## config.mk

```make
export PLATFORM = sky130hd
export DESIGN_NAME = mbist_mem_collar
export DESIGN_NICKNAME = d
export VERILOG_FILES = /design/src/rtl/mbist_pkg.sv /design/src/rtl/mbist_rd_pipe.sv /design/src/rtl/mbist_mem_collar.sv
export SDC_FILE = /design/constraint.sdc
export NUM_CORES = 1
export LEC_CHECK = 0
export BUFFER_PORTS_ARGS = -buffer_cell sky130_fd_sc_hd__buf_2
export CORE_UTILIZATION = 30
export CTS_BUF_LIST = sky130_fd_sc_hd__clkbuf_16
export DETAILED_ROUTE_END_ITERATION = 10
export GPL_TIMING_DRIVEN = 1
export SKIP_CTS_REPAIR_TIMING = 1
export SKIP_LAST_GASP = 1
export SYNTH_ARGS = -nofsm -noshare
export SYNTH_HDL_FRONTEND = slang
export SYNTH_SLANG_ARGS = --single-unit
```

## constraint.sdc

```tcl
create_clock -name clk -period 2 [get_ports clk]
set_clock_uncertainty 0.15 [all_clocks]
set_input_delay 0.4 -clock clk [delete_from_list [all_inputs] [get_ports clk]]
set_output_delay 0.4 -clock clk [all_outputs]
set_load 0.02 [all_outputs]
```

## src/rtl/mbist_pkg.sv

```systemverilog
// Shared MBIST definitions: the command opcode set used between the controller
// and the memory collar, and the width of the saturating fail counter.
package mbist_pkg;

   typedef enum logic [1:0] {
      NOP = 2'b00,
      WR  = 2'b01,
      RDC = 2'b10,
      CLR = 2'b11
   } mbist_op_e;

   localparam int FAIL_CNT_W = 8;

endpackage

```

## src/rtl/mbist_rd_pipe.sv

```systemverilog
// RD_LAT-stage delay line that tracks accepted commands while the SRAM read is
// in flight. The last stage lines up with mem_rdata of the command's request.
// Ports:
//   clk, rst_n            clock, async active-low reset (flushes every stage)
//   in_valid/op/addr/exp  command entering stage 1
//   out_valid/op/addr/exp command at stage RD_LAT
module mbist_rd_pipe
   import mbist_pkg::*;
#(
   parameter int ADDR_W = 8,
   parameter int DATA_W = 32,
   parameter int RD_LAT = 1
) (
   input  logic              clk,
   input  logic              rst_n,
   input  logic              in_valid,
   input  mbist_op_e         in_op,
   input  logic [ADDR_W-1:0] in_addr,
   input  logic [DATA_W-1:0] in_exp,
   output logic              out_valid,
   output mbist_op_e         out_op,
   output logic [ADDR_W-1:0] out_addr,
   output logic [DATA_W-1:0] out_exp
);

   logic [RD_LAT-1:0] vld_q;
   mbist_op_e         op_q   [RD_LAT];
   logic [ADDR_W-1:0] addr_q [RD_LAT];
   logic [DATA_W-1:0] exp_q  [RD_LAT];

   always_ff @(posedge clk or negedge rst_n) begin
      if (!rst_n) begin
         vld_q <= '0;
         for (int i = 0; i < RD_LAT; i++) begin
            op_q[i]   <= NOP;
            addr_q[i] <= '0;
            exp_q[i]  <= '0;
         end
      end else begin
         vld_q[0]  <= in_valid;
         op_q[0]   <= in_op;
         addr_q[0] <= in_addr;
         exp_q[0]  <= in_exp;
         for (int i = 1; i < RD_LAT; i++) begin
            vld_q[i]  <= vld_q[i-1];
            op_q[i]   <= op_q[i-1];
            addr_q[i] <= addr_q[i-1];
            exp_q[i]  <= exp_q[i-1];
         end
      end
   end

   assign out_valid = vld_q[RD_LAT-1];
   assign out_op    = op_q[RD_LAT-1];
   assign out_addr  = addr_q[RD_LAT-1];
   assign out_exp   = exp_q[RD_LAT-1];

endmodule

```

## src/rtl/mbist_mem_collar.sv

```systemverilog
// Memory-side MBIST responder for one SRAM macro. Muxes the SRAM port between
// functional and test traffic, retires every accepted command in order at a
// fixed latency of RD_LAT+1 cycles, and keeps a sticky fail record.
// Ports:
//   clk, rst_n                        clock, async active-low reset
//   test_en                           1 = SRAM owned by MBIST
//   cmd_valid/ready/op/addr/data      controller command (ready = test_en)
//   rsp_valid, rsp_fail               one-cycle response per retired command
//   fail_sticky/addr/count            fail record, cleared by reset or CLR
//   fn_req/we/addr/wdata, fn_rdata    functional master port
//   mem_req/we/addr/wdata, mem_rdata  SRAM port
module mbist_mem_collar
   import mbist_pkg::*;
#(
   parameter int ADDR_W = 8,
   parameter int DATA_W = 32,
   parameter int RD_LAT = 1
) (
   input  logic                  clk,
   input  logic                  rst_n,
   input  logic                  test_en,
   input  logic                  cmd_valid,
   output logic                  cmd_ready,
   input  logic [1:0]            cmd_op,
   input  logic [ADDR_W-1:0]     cmd_addr,
   input  logic [DATA_W-1:0]     cmd_data,
   output logic                  rsp_valid,
   output logic                  rsp_fail,
   output logic                  fail_sticky,
   output logic [ADDR_W-1:0]     fail_addr,
   output logic [FAIL_CNT_W-1:0] fail_count,
   input  logic                  fn_req,
   input  logic                  fn_we,
   input  logic [ADDR_W-1:0]     fn_addr,
   input  logic [DATA_W-1:0]     fn_wdata,
   output logic [DATA_W-1:0]     fn_rdata,
   output logic                  mem_req,
   output logic                  mem_we,
   output logic [ADDR_W-1:0]     mem_addr,
   output logic [DATA_W-1:0]     mem_wdata,
   input  logic [DATA_W-1:0]     mem_rdata
);

   mbist_op_e         op;
   logic              accept;
   logic              ret_valid;
   mbist_op_e         ret_op;
   logic [ADDR_W-1:0] ret_addr;
   logic [DATA_W-1:0] ret_exp;
   logic              mismatch;

   assign op        = mbist_op_e'(cmd_op);
   assign cmd_ready = test_en;
   assign accept    = cmd_valid && test_en;
   assign fn_rdata  = mem_rdata;

   always_comb begin
      if (test_en) begin
         mem_req   = accept && (op == WR || op == RDC);
         mem_we    = accept && (op == WR);
         mem_addr  = cmd_addr;
         mem_wdata = cmd_data;
      end else begin
         mem_req   = fn_req;
         mem_we    = fn_we;
         mem_addr  = fn_addr;
         mem_wdata = fn_wdata;
      end
   end

   // NOP/CLR ride the pipe too so every command retires at the same latency
   // and CLR cannot overtake mismatches still in flight.
   mbist_rd_pipe #(
      .ADDR_W (ADDR_W),
      .DATA_W (DATA_W),
      .RD_LAT (RD_LAT)
   ) u_rd_pipe (
      .clk       (clk),
      .rst_n     (rst_n),
      .in_valid  (accept),
      .in_op     (op),
      .in_addr   (cmd_addr),
      .in_exp    (cmd_data),
      .out_valid (ret_valid),
      .out_op    (ret_op),
      .out_addr  (ret_addr),
      .out_exp   (ret_exp)
   );

   assign mismatch = ret_valid && (ret_op == RDC) && (mem_rdata != ret_exp);

   always_ff @(posedge clk or negedge rst_n) begin
      if (!rst_n) begin
         rsp_valid   <= 1'b0;
         rsp_fail    <= 1'b0;
         fail_sticky <= 1'b0;
         fail_addr   <= '0;
         fail_count  <= '0;
      end else begin
         rsp_valid <= ret_valid;
         rsp_fail  <= mismatch;
         if (ret_valid && ret_op == CLR) begin
            fail_sticky <= 1'b0;
            fail_addr   <= '0;
            fail_count  <= '0;
         end else if (mismatch) begin
            fail_sticky <= 1'b1;
            if (!fail_sticky)
               fail_addr <= ret_addr;
            if (fail_count != '1)
               fail_count <= fail_count + 1'b1;
         end
      end
   end

endmodule

```

Word-level counts from Yosys, hierarchy flattened
Index checks and enable logic that the tools add are counted.

cells by class
  $add $sub $neg = 1
  equal/unequal tests = 7
  muxes and demuxes = 12
  reduce and logical (&&, ||, !) cells = 11

operators with widths
  cell                   number
  $mux W8                7
  $mux W32               1
  $ne A32 B32 Y1         1
  $add A8 B1 Y8 const B  1
  $ne A8 B8 Y1 const B   1
  $eq A2 B2 Y1 const B   3
  $logic_and A1 B1 Y1    6
  $mux W1                4
  $reduce_and A2 Y1      2
  $reduce_bool A2 Y1     2
  $eq A2 B1 Y1 const B   1
  $ne A2 B1 Y1 const B   1
  $logic_or A1 B1 Y1     1

storage, ports and cells
  register bits after elaboration = 62
  input port bits = 120
  output and inout port bits = 94
  word-level logic and storage cells = 40

Longest topological paths before layout
  word-level depth = 5
  mapped depth = 7
  depth with buffers taken out = 7

By module
From an unflattened synthesis, not the netlist that was laid out.

second synthesis, totals
  cell total of the unflattened synthesis = 250
  area, all modules = 3069.2 µm²

modules (own cells, without submodules)
  module            times used  cells an instance  area an instance (µm²)  sequential area each (µm²)
  mbist_mem_collar  1           207                1993.2                  475.5
  mbist_rd_pipe     1           43                 1076.0                  1076.0

Least setup slack after synthesis
No wires, ideal clock.

  kind = register to register
  start point = register fail_count[0]
  end point = register fail_count[5]
  library setup time = 0.120 ns
  data arrival time = 1.646 ns
  required time = 1.730 ns
  setup slack = 0.084 ns
  stages on the path, launching flop included = 7
  path buffers = 0
  clock period less this slack = 1.916 ns
  cells stage by stage = dfrtp_1 -> ha_1 -> and3_1 -> and3_1 -> nand3_1 -> and2_1 -> a31o_1

between the ends
  cells in the longest elaborated chain, start to end = 4
  elaborated cells on any way between the ends = 7
  those cells by class = 1 x add/sub; 1 x eq/ne; 3 x mux; 2 x reduce/logical

ends and longest elaborated chain
  element                   line                     source
  start: declaration        mbist_mem_collar.sv:31   output logic [FAIL_CNT_W-1:0] fail_count,
  start signal: assignment  mbist_mem_collar.sv:111  fail_count <= fail_count + 1'b1;
  $add A8 B1 Y8             mbist_mem_collar.sv:111
  $mux W8                   mbist_mem_collar.sv:110  if (fail_count != '1)
  $mux W8                   mbist_mem_collar.sv:106  end else if (mismatch) begin
  $mux W8                   mbist_mem_collar.sv:102  if (ret_valid && ret_op == CLR) begin

Several ways; a longest one is shown, not always the timed one. The select of a mux whose other input is x is not followed.
A chain may end at the register's enable or synchronous reset.

Worst setup path after layout
  start point = register u_rd_pipe.exp_q (netlist bit u_rd_pipe.out_exp[5])
  end point = register fail_addr[7]

between the ends
  cells in the longest elaborated chain, start to end = 4

ends and longest elaborated chain
  element                           line                     source
  start: declaration                mbist_rd_pipe.sv:29      logic [DATA_W-1:0] exp_q [RD_LAT];
  start signal: indexed assignment  mbist_rd_pipe.sv:48      exp_q[i] <= exp_q[i-1];
  $ne A32 B32 Y1                    mbist_mem_collar.sv:90   assign mismatch = ret_valid && (ret_op == RDC) && (mem_rdata != ret_exp);
  $logic_and A1 B1 Y1               mbist_mem_collar.sv:90
  named net mismatch                mbist_mem_collar.sv:50   logic mismatch;
  $reduce_bool A2 Y1 (no line)      -
  $reduce_and A2 Y1 (no line)       -
  end signal: assignment            mbist_mem_collar.sv:109  fail_addr <= ret_addr;
  end: declaration                  mbist_mem_collar.sv:30   output logic [ADDR_W-1:0] fail_addr,

The timed path passes the listed nets, and every way through them passes these cells.

==> impl_metrics.csv <==
group,metric,value,unit
outcome,status,"finished, final reports clean",
floorplan,row_count,37,
setup_path,endpoint_kind,"flip-flop",
drt,routed_via_density,4.33,
hold_path,hold_start,"cmd_data[7]",
setup_path,cpLargestDelayFamily,"simple AND/OR/NAND/NOR gates",
timing,rsz0062_at_grt,"yes",
synth,syn_avg_cell_area,12.0,um2
timing,worst_hold_slack,0.0440,ns
grt,grt_pass1_wl,12500,um
placed_design,gp_congestion,0.789,
floorplan,ios,214,
clocking,clock-sinks,62,
synth,synth.distinct_cells,31,
synth,syn-num-nets,385,
drt,drc,0,
grt,grt_max_degree,63,
placed_design,port_buffers,213,
hold_path,hold_end,"u_rd_pipe.out_exp[7]",
flow_run,maxCapViolations,0,
setup_path,critPathKind,"flip-flop to flip-flop",
power,ir_drop,0.375,mV
setup_path,cp.required,2.10,ns
power,power.density,828,nW/um2
setup_path,r2r_end,"fail_addr[7]",
drt,finalWirelength,7980,um
timing,setup_violations,0,
setup_path,reg2reg_slack,0.06,ns
clocking,cts_tree,"built",
cells_and_area,diodes,0,
synth,syn_area,3150,um2
clocking,worstSkewPairLatency,0.32,ns
timing,worst_pin_slew,0.351,ns
setup_path,cp_max_fo,8,
cells_and_area,final_layout_size_suffix_gt1_frac,0.622,
setup_path,max_stage_delay,0.39,ns
floorplan,core,10200,um2
cells_and_area,multi_input_area,1300,um2
timing,timing.fmax,516,MHz
synth,synth_flop_cell,"dfrtp_1",
synth,ys_ff_latch,62,
drt,postRouteAntennaNets,0,
floorplan,die_area,10900,um2
grt,antenna_found_initial,0,
cells_and_area,regArea,1550,um2
clocking,cts_max_level,3,
cells_and_area,fill_cells,967,
drt,num_vias,2601,
cells_and_area,finalNetCount,582,
timing,hold_viol_final,0,
floorplan,die_x,104,um
timing,timing.setup.tns,0,ns
setup_path,crit_buf_inv,2,
timing,final.period_utilization,0.969,
setup_path,critical_path.slowest_cell,"dfrtp_1",
synth,async_flop_share,1.00,
cells_and_area,fin_util,0.446,
power,totalPowerFinal,3.77,mW
setup_path,timing.rr.start,"u_rd_pipe.out_exp[5]",
hold_path,hp-class,"primary input to flip-flop",
synth,synth_edf_count,0,
placed_design,post-dp-hpwl,6170,um
synth,synth_seq_area_share,0.493,
setup_path,reg2regPathDepth,8,
setup_path,crit_path_start_kind,"flip-flop",
setup_path,arrival,2.03,ns
power,p_leak,2.33,nW
timing,slew_violations,0,
clocking,cts_buffers,9,
hold_path,whs_path_depth,1,
floorplan,die_h,104,um
timing,slew-limit-headroom,0.766,
grt,grt-ovfl-total,0,
drt,drt_iter0_drc,58,
floorplan,initial_core_util,0.307,
cells_and_area,syn_to_final_growth,44.9,%
timing,worst_slack,0.0628,ns
drt,wire_per_inst,13.3,um
clocking,root_buffer,"clkbuf_16",
clocking,clk_pin_slew_worst_paths,0.05,ns
clocking,max-clock-path-buffers,2,
timing,min_period,1.94,ns
grt,grtUsageTotal,0.149,
synth,synth.yosys.warnings,0,
synth,synthCells,263,
placed_design,post-place-ws,-0.156,ns
grt,grt_pass1_vias,2565,
drt,firstDrtPassIters,4,
setup_path,path_cells,"xnor2_2 -> nand4_1 -> nor4_4 -> buf_4 -> a211oi_4 -> nor2b_4 -> buf_12 -> mux2i_1",
-- cell families after synthesis --
logic type / after synthesis / synth area share
flops: 62 / 0.493
buf+inv: 53 / 0.105
mux: 51 / 0.178
simple gates: 49 / 0.0907
xor+xnor: 32 / 0.0891
compound gates: 14 / 0.0358
fa+ha+maj: 2 / 0.00795
-- placed cells by master, fill, tap and decap left out, types with 2 or more instances in the layout --
| master | netlist | final |
|---|---|---|
| a21oi_1 | 3 | 3 |
| a22o_1 | 2 | 2 |
| and2_1 | 3 | 3 |
| and3_1 | 4 | 4 |
| buf_12 | 0 | 3 |
| buf_2 | 0 | 213 |
| buf_4 | 33 | 9 |
| clkbuf_16 | 0 | 9 |
| clkinv_2 | 0 | 4 |
| dfrtp_1 | 62 | 62 |
| ha_1 | 2 | 2 |
| inv_1 | 13 | 15 |
| mux2_2 | 40 | 40 |
| mux2i_1 | 11 | 11 |
| nand2_1 | 15 | 15 |
| nand3_1 | 9 | 7 |
| nand3_2 | 0 | 2 |
| nand4_1 | 9 | 9 |
| nor2_1 | 3 | 3 |
| nor3_1 | 2 | 2 |
| nor4_4 | 2 | 2 |
| xnor2_1 | 32 | 29 |
| xnor2_2 | 0 | 3 |
-- worst max-delay path by stage --
| stage | from | to | cells after the start | slack (ns) |
|---|---|---|---|---|
| 2_1_floorplan | fail_count[0] | fail_count[5] | 6 | 0.08 |
| 3_3_place_gp | mem_rdata[28] | fail_addr[5] | 8 | -0.12 |
| 3_5_place_dp | mem_rdata[8] | fail_addr[7] | 8 | -0.16 |
| 4_1_cts | u_rd_pipe.out_exp[7] | fail_addr[0] | 7 | -0.01 |
| 5_1_grt | u_rd_pipe.out_exp[5] | fail_addr[3] | 8 | -0.07 |
| 6_report | u_rd_pipe.out_exp[5] | fail_addr[7] | 8 | 0.06 |
-- where the power goes --
group	switching [mW]	total (mW)	internal, mW
sequential	0.0739	1.44	1.37
clock	0.525	1.47	0.944
combinational	0.483	0.862	0.378
total	1.08	3.77	2.69
-- sequential cells by signal, indices dropped and copies added (netlist names), 2 cells and up --
name	flops
u_rd_pipe.out_exp	32
fail_count	8
u_rd_pipe.out_op	2
fail_addr	8
u_rd_pipe.out_addr	8
-- cell usage after synthesis (all sizes together), types with 3 or more instances --
library cell	count	area [um2]
xnor2	32	280
buf	38	274
nand2	15	56.3
nand4	9	56.3
nor2	3	11.3
inv	13	48.8
mux2i	11	110
and3	4	25.0
nand3	9	45.0
a21oi	3	15.0
mux2	40	450
and2	3	18.8
dfrtp	62	1550
-- routing by layer --
| layer | up-vias | wire, um | global-route usage |
|---|---|---|---|
| li1 | 1258 | - | - |
| met1 | 1213 | 3090 | 0.169 |
| met2 | 121 | 4250 | 0.261 |
| met3 | 9 | 528 | 0.0401 |
| met4 | 0 | 114 | 0.0653 |
| met5 | - | 0 | 0 |
-- layout make-up --
class                      count  area share
inverter                      13      0.0107
sequential                    62       0.340
timing repair buffer         226       0.264
clock inverter                 7      0.0126
tap                          136      0.0373
multi-input combinational    148       0.285
clock buffer                   9      0.0494
-- worst reg2reg max path: stages, from the launching register on --
cell,delay (ns)
dfrtp_1,0.39
xnor2_2,0.15
nand4_1,0.12
nor4_4,0.06
buf_4,0.15
a211oi_4,0.30
nor2b_4,0.22
buf_12,0.14
mux2i_1,0.18
-- stage by stage --
step                      cell area [um2]  cells
after floorplan                      3150    263
after global placement               4220    583
after detailed placement             4220    583
after CTS                            4500    599
after global routing                 4560    601
final                                4560    601
No activity file was read; power rests on OpenSTA's default activity.
